==> config.mk <==
export PLATFORM = sky130hd
export DESIGN_NAME = sevenseg_scan
export DESIGN_NICKNAME = d
export VERILOG_FILES = /design/src/rtl/mips_io_pkg.sv /design/src/rtl/hex7seg.sv /design/src/rtl/sevenseg_scan.sv
export SDC_FILE = /design/constraint.sdc
export NUM_CORES = 1
export LEC_CHECK = 0
export CELL_PAD_IN_SITES_DETAIL_PLACEMENT = 0
export CELL_PAD_IN_SITES_GLOBAL_PLACEMENT = 2
export CORE_ASPECT_RATIO = 1.75
export CORE_MARGIN = 2
export CORE_UTILIZATION = 36
export CTS_CLUSTER_DIAMETER = 80
export CTS_CLUSTER_SIZE = 40
export DETAILED_ROUTE_END_ITERATION = 16
export DONT_BUFFER_PORTS = 1
export GPL_ROUTABILITY_DRIVEN = 0
export MAX_ROUTING_LAYER = met4
export PLACE_DENSITY = 0.78
export RECOVER_POWER = 25
export SLEW_MARGIN = 25
export SYNTH_ARGS = -nofsm -noshare
export SYNTH_HDL_FRONTEND = slang
export SYNTH_SLANG_ARGS = --single-unit
==> constraint.sdc <==
create_clock -name clk -period 3.11 [get_ports clk]
set_input_delay 0.622 -clock clk [delete_from_list [all_inputs] [get_ports clk]]
set_output_delay 0.622 -clock clk [all_outputs]
set_load 0.02 [all_outputs]
==> src/rtl/mips_io_pkg.sv <==
// Shared definitions for the display-side I/O blocks: scan FSM states,
// the hex-to-segment table and the leading-zero blanking rule.
package mips_io_pkg;

  typedef enum logic [1:0] {
    IDLE  = 2'd0,
    BLANK = 2'd1,
    SHOW  = 2'd2
  } scan_state_t;

  // All cathodes off (active-low segments).
  localparam logic [6:0] SEG_OFF = 7'h7F;

  // Active-low {g,f,e,d,c,b,a} codes for hex digits 0..F.
  localparam logic [6:0] SEG_TABLE [16] = '{
    7'h40, 7'h79, 7'h24, 7'h30, 7'h19, 7'h12, 7'h02, 7'h78,
    7'h00, 7'h10, 7'h08, 7'h03, 7'h46, 7'h21, 7'h06, 7'h0E
  };

  // A digit above position 0 is suppressed when it and every more
  // significant nibble are zero; the rightmost digit always shows.
  function automatic logic lz_blanked(input logic [15:0] h,
                                      input logic [1:0]  d,
                                      input logic        lz);
    logic z;
    case (d)
      2'd1:    z = (h[15:4]  == 12'h000);
      2'd2:    z = (h[15:8]  == 8'h00);
      2'd3:    z = (h[15:12] == 4'h0);
      default: z = 1'b0;
    endcase
    return lz & z;
  endfunction

endpackage

==> src/rtl/hex7seg.sv <==
// Combinational nibble to active-low seven-segment decoder.
module hex7seg
  import mips_io_pkg::*;
(
  input  logic [3:0] nibble_i,
  output logic [6:0] seg_o
);

  // Straight table lookup; no state.
  always_comb begin
    seg_o = SEG_TABLE[nibble_i];
  end

endmodule

==> src/rtl/sevenseg_scan.sv <==
// Four-digit common-anode display scanner with dead-time blanking
// between digits and a once-per-frame snapshot of the value shown.
//
// Handshake note: there is no valid/ready pair here; en is a level
// enable sampled on every clock edge, and hex/dp_mask/blank_lz are
// captured only on the cycle that frame_tick is registered high.
module sevenseg_scan
  import mips_io_pkg::*;
#(
  parameter int DIV       = 50000,
  parameter int BLANK_CYC = 500
) (
  input  logic        clk,
  input  logic        reset,
  input  logic        en,
  input  logic [15:0] hex,
  input  logic [3:0]  dp_mask,
  input  logic        blank_lz,
  output logic [3:0]  an,
  output logic [6:0]  seg,
  output logic        dp,
  output logic        frame_tick,
  output scan_state_t dbg_state_o
);

  localparam int MAXC = (DIV > BLANK_CYC) ? DIV : BLANK_CYC;
  localparam int CW   = (MAXC > 1) ? $clog2(MAXC) : 1;
  localparam logic [CW-1:0] SHOW_LAST  = CW'(DIV - 1);
  localparam logic [CW-1:0] BLANK_LAST = CW'(BLANK_CYC - 1);

  scan_state_t   state_q, state_d;
  logic [1:0]    digit_q, digit_d;
  logic [CW-1:0] cnt_q, cnt_d;
  logic [15:0]   snap_hex_q, snap_hex_d;
  logic [3:0]    snap_dp_q, snap_dp_d;
  logic          snap_lz_q, snap_lz_d;
  logic          tick_d;

  logic [3:0]    an_q, an_d;
  logic [6:0]    seg_q, seg_d;
  logic          dp_q, dp_d;
  logic          tick_q;

  logic [6:0]    dec_seg;

  // State, counters and snapshot registers.
  always_ff @(posedge clk or posedge reset) begin
    if (reset) begin
      state_q    <= IDLE;
      digit_q    <= 2'd0;
      cnt_q      <= '0;
      snap_hex_q <= 16'h0000;
      snap_dp_q  <= 4'h0;
      snap_lz_q  <= 1'b0;
    end else begin
      state_q    <= state_d;
      digit_q    <= digit_d;
      cnt_q      <= cnt_d;
      snap_hex_q <= snap_hex_d;
      snap_dp_q  <= snap_dp_d;
      snap_lz_q  <= snap_lz_d;
    end
  end

  // Next-state logic: dwell counting, digit advance and snapshot capture.
  always_comb begin
    state_d    = state_q;
    digit_d    = digit_q;
    cnt_d      = cnt_q;
    snap_hex_d = snap_hex_q;
    snap_dp_d  = snap_dp_q;
    snap_lz_d  = snap_lz_q;
    tick_d     = 1'b0;
    if (!en) begin
      // Disable leaves digit/cnt/snapshot untouched; IDLE ignores them.
      state_d = IDLE;
    end else begin
      case (state_q)
        IDLE: begin
          state_d = BLANK;
          digit_d = 2'd0;
          cnt_d   = '0;
          tick_d  = 1'b1;
        end
        BLANK: begin
          if (cnt_q == BLANK_LAST) begin
            state_d = SHOW;
            cnt_d   = '0;
          end else begin
            cnt_d = cnt_q + 1'b1;
          end
        end
        SHOW: begin
          if (cnt_q == SHOW_LAST) begin
            state_d = BLANK;
            cnt_d   = '0;
            digit_d = digit_q + 2'd1;
            if (digit_q == 2'd3) begin
              tick_d = 1'b1;
            end
          end else begin
            cnt_d = cnt_q + 1'b1;
          end
        end
        default: state_d = IDLE;
      endcase
      if (tick_d) begin
        snap_hex_d = hex;
        snap_dp_d  = dp_mask;
        snap_lz_d  = blank_lz;
      end
    end
  end

  // Decode the nibble the next cycle will show, so outputs can be registered.
  hex7seg u_dec (
    .nibble_i (snap_hex_d[4*digit_d +: 4]),
    .seg_o    (dec_seg)
  );

  // Output logic from next-state values: lit only in SHOW and not suppressed.
  always_comb begin
    an_d  = 4'hF;
    seg_d = SEG_OFF;
    dp_d  = 1'b1;
    if (state_d == SHOW && !lz_blanked(snap_hex_d, digit_d, snap_lz_d)) begin
      an_d  = ~(4'b0001 << digit_d);
      seg_d = dec_seg;
      dp_d  = ~snap_dp_d[digit_d];
    end
  end

  // Registered display outputs keep the pins glitch-free.
  always_ff @(posedge clk or posedge reset) begin
    if (reset) begin
      an_q   <= 4'hF;
      seg_q  <= SEG_OFF;
      dp_q   <= 1'b1;
      tick_q <= 1'b0;
    end else begin
      an_q   <= an_d;
      seg_q  <= seg_d;
      dp_q   <= dp_d;
      tick_q <= tick_d;
    end
  end

  assign an          = an_q;
  assign seg         = seg_q;
  assign dp          = dp_q;
  assign frame_tick  = tick_q;
  assign dbg_state_o = state_q;

endmodule

==> flow_results.xml <==
<?xml version="1.0" encoding="UTF-8"?>
<metrics>
  <group name="outcome">
    <metric name="run_status" unit="">complete, no violations</metric>
  </group>
  <group name="timing">
    <metric name="final.setup_skew" unit="ns">0.00651</metric>
    <metric name="finalHoldViolations" unit="">0</metric>
    <metric name="postLayoutSetupSlackWorst" unit="ns">0.113</metric>
    <metric name="timing.final.max_slew_violations" unit="">0</metric>
    <metric name="worst-slew-pin-transition" unit="ns">0.994</metric>
    <metric name="fmax" unit="MHz">334</metric>
    <metric name="max-slew-margin-rel" unit="">0.337</metric>
    <metric name="setup-violations-final" unit="">0</metric>
    <metric name="worst_hold_slack_across_all_endpoints" unit="ns">0.441</metric>
    <metric name="timing.final.crit_share" unit="">0.964</metric>
    <metric name="final.min_clock_period" unit="ns">3.00</metric>
  </group>
  <group name="die">
    <metric name="floorplan.initialDensity" unit="">0.368</metric>
    <metric name="number_of_top_level_pins" unit="">39</metric>
    <metric name="core_area" unit="um^2">8200</metric>
    <metric name="fp.dieH" unit="um">125</metric>
    <metric name="placementRows" unit="">44</metric>
    <metric name="fp.dieW" unit="um">73.2</metric>
    <metric name="die-area" unit="um^2">9160</metric>
  </group>
  <group name="clock_tree">
    <metric name="clock-sinks" unit="">54</metric>
    <metric name="insertion_delay" unit="ns">0.30</metric>
    <metric name="clk_transition_reported_paths" unit="ns">0.07</metric>
    <metric name="cts_tree" unit="">yes</metric>
    <metric name="ctsLongestPathBuffers" unit="">2</metric>
    <metric name="tritoncts.num_buffers" unit="">5</metric>
    <metric name="clockRootBuffer" unit="">sky130_fd_sc_hd__clkbuf_16</metric>
    <metric name="h-tree-depth" unit="">2</metric>
    <metric name="postCtsHoldBufs" unit="">0</metric>
  </group>
  <group name="grt">
    <metric name="number_of_global_route_vias_before_repair" unit="">2495</metric>
    <metric name="grt_pass1_wl" unit="um">13100</metric>
    <metric name="globalRoute.totalOverflow" unit="">0</metric>
    <metric name="grtUsageTotal" unit="">0.196</metric>
    <metric name="grt_start_max_net_pins" unit="">26</metric>
    <metric name="number_of_antenna_violations_at_the_first_check_in_global_routing" unit="">1</metric>
  </group>
  <group name="power">
    <metric name="peakVddDrop" unit="mV">0.259</metric>
    <metric name="leakagePower" unit="nW">1.69</metric>
    <metric name="power_density_relative_to_cell_area" unit="nW/um^2">482</metric>
    <metric name="power.total" unit="mW">1.79</metric>
  </group>
  <group name="route">
    <metric name="detail_route.wirelength" unit="um">8250</metric>
    <metric name="drt_iter0_drc" unit="">86</metric>
    <metric name="detailed_route_via_count" unit="">2397</metric>
    <metric name="post_drt_via_cell_ratio" unit="">5.45</metric>
    <metric name="drt-pass1-iter-count" unit="">4</metric>
    <metric name="postRouteAntennaNets" unit="">0</metric>
    <metric name="remaining_drc_errors" unit="">0</metric>
    <metric name="routed_wire_length_per_instance" unit="um">18.8</metric>
  </group>
  <group name="flow_run">
    <metric name="drv_cap" unit="">0</metric>
  </group>
  <group name="placed_design">
    <metric name="dp.final_hpwl" unit="um">6480</metric>
    <metric name="port-buffer-count" unit="">0</metric>
    <metric name="dp_worst_setup_slack" unit="ns">-0.00840</metric>
  </group>
  <group name="synthesis">
    <metric name="ys_types" unit="">60</metric>
    <metric name="synth_top_flop_cell" unit="">sky130_fd_sc_hd__dfrtp_1</metric>
    <metric name="yosysWarnings" unit="">0</metric>
    <metric name="seq_area_frac_synth" unit="">0.453</metric>
    <metric name="synth_edf_count" unit="">0</metric>
    <metric name="synth.cell_area" unit="um^2">3020</metric>
    <metric name="ys_async_sr_fraction" unit="">1.00</metric>
    <metric name="synth_nets" unit="">333</metric>
    <metric name="postSynthAreaPerCell" unit="um^2">10.1</metric>
    <metric name="synth_seq_cells" unit="">54</metric>
    <metric name="syn-instance-count" unit="">298</metric>
  </group>
  <group name="critical_path">
    <metric name="criticalPathCategory" unit="">flop to flop</metric>
    <metric name="timing.critical_path.to_type" unit="">flop</metric>
    <metric name="startpoint_type" unit="">flop</metric>
    <metric name="worstPathMaxFanout" unit="">15</metric>
    <metric name="critical_path_arrival" unit="ns">3.21</metric>
    <metric name="req_time_crit_path" unit="ns">3.32</metric>
  </group>
  <group name="cells_and_area">
    <metric name="finalNetCount" unit="">381</metric>
    <metric name="share_of_layout_cells_above_drive_strength_1" unit="">0.291</metric>
    <metric name="area.growth.synth_to_final" unit="%">22.9</metric>
  </group>
  <group name="hold_path">
    <metric name="worst_hold_path_type" unit="">input port to asynchronous set/reset pin</metric>
  </group>
</metrics>
layout by cell type, fill, tap and decap left out, drive strengths merged, types with 5 or more instances in the layout:
cell type / count
nor2: 25
nand2: 30
o21ai: 11
nand3: 20
buf: 49
xor2: 7
dfrtp: 42
mux2i: 25
clkbuf: 6
o211ai: 8
inv: 28
dfstp: 12
nand4: 5
ha: 11
a21oi: 6
critical path: stages, from the launching register on:
cell                       delay, ns
sky130_fd_sc_hd__dfrtp_2        0.43
sky130_fd_sc_hd__nor4_4         0.37
sky130_fd_sc_hd__nand4_4        0.16
sky130_fd_sc_hd__o21a_1         0.23
sky130_fd_sc_hd__buf_12         0.17
sky130_fd_sc_hd__mux2i_1        0.15
sky130_fd_sc_hd__buf_4          0.13
sky130_fd_sc_hd__mux2i_1        0.07
sky130_fd_sc_hd__mux2i_2        0.30
sky130_fd_sc_hd__inv_2          0.10
sky130_fd_sc_hd__ha_1           0.30
sky130_fd_sc_hd__inv_1          0.11
sky130_fd_sc_hd__o211ai_1       0.10
sky130_fd_sc_hd__a32oi_1        0.17
sky130_fd_sc_hd__o21ai_1        0.10
what timing repair did:
action / 4_1_cts / 5_1_grt
setup endpoints to repair: 1 / 5
gates cloned: 0 / 0
setup buffers: 0 / 6
pin swaps: 0 / 5
resized for setup: 1 / 18
layer usage:
| layer | vias to the layer above | track usage | routed length, um |
|---|---|---|---|
| li1 | 1143 | - | - |
| met1 | 1186 | 0.185 | 2770 |
| met2 | 46 | 0.355 | 4800 |
| met3 | 22 | 0.0298 | 224 |
| met4 | 0 | 0.115 | 451 |
| met5 | - | - | 0 |
cells by family after synthesis:
logic type,Yosys count,synth area share
muxes,28,0.107
DFF,54,0.453
and+or+nand+nor,102,0.173
buffers and inverters,38,0.0543
adders and majority gates,11,0.0456
AOI/OAI and AO/OA,54,0.135
xor gates and xnor gates,11,0.0319
state kept, by name, indices dropped and copies added, names as in the netlist:
register	flops
snap_lz_q	1
dp	1
seg	7
an	4
frame_tick	1
cnt_q	16
snap_dp_q	4
digit_q	2
dbg_state_o	2
snap_hex_q	16
area by class of cell:
type                            count  area, um^2
Clock buffer                        5         125
Timing Repair Buffer               50         384
Inverter                           29         110
Clock inverter                      3        43.8
Antenna cell                        1        2.50
Sequential cell                    54        1370
Multi-Input combinational cell    206        1560
Fill cell                         807        4490
Tap cell                           92         115
path summary, 6_finish.rpt:
| path | cells after the start | from | end | slack [ns] |
|---|---|---|---|---|
| worst max-delay path | 14 | cnt_q[13] | seg[0] | 0.11 |
| worst min-delay path | 1 | reset | cnt_q[3] | 0.44 |
| worst max register to register | 14 | cnt_q[13] | seg[0] | 0.11 |
| worst min register to register | 2 | snap_dp_q[1] | snap_dp_q[1] | 0.47 |
| max in group asynchronous | 2 | reset | snap_hex_q[3] | 1.56 |
| min in group clk | 2 | hex[2] | snap_hex_q[2] | 0.44 |
stage by stage:
step	area (um^2)	cells	setup TNS (ns)	utilization
after global routing	3710	440	-0.0257	0.452
after floorplan	3020	298	0	-
final	3710	440	0	0.452
after detailed placement	3420	425	-0.00840	0.417
after CTS	3600	433	0	0.438
after global placement	3420	425	0	0.417
where the power goes:
group          switching, mW  total [mW]  internal (mW)
logic                  0.199       0.359          0.160
registers             0.0225       0.769          0.746
clock network          0.276       0.658          0.382
total                  0.498        1.79           1.29
synthesized netlist by cell type, types with 6 or more instances:
master / instances / area, um^2
sky130_fd_sc_hd__inv_1: 26 / 97.6
sky130_fd_sc_hd__nor2_1: 25 / 93.8
sky130_fd_sc_hd__nand2_1: 30 / 113
sky130_fd_sc_hd__xor2_1: 7 / 61.3
sky130_fd_sc_hd__dfstp_2: 12 / 315
sky130_fd_sc_hd__o211ai_1: 8 / 60.1
sky130_fd_sc_hd__mux2i_1: 19 / 190
sky130_fd_sc_hd__dfrtp_1: 42 / 1050
sky130_fd_sc_hd__nand3_1: 20 / 100
sky130_fd_sc_hd__ha_1: 11 / 138
sky130_fd_sc_hd__o21ai_0: 8 / 40.0
sky130_fd_sc_hd__a21oi_1: 6 / 30.0
Power figures use the tool's default switching activity.
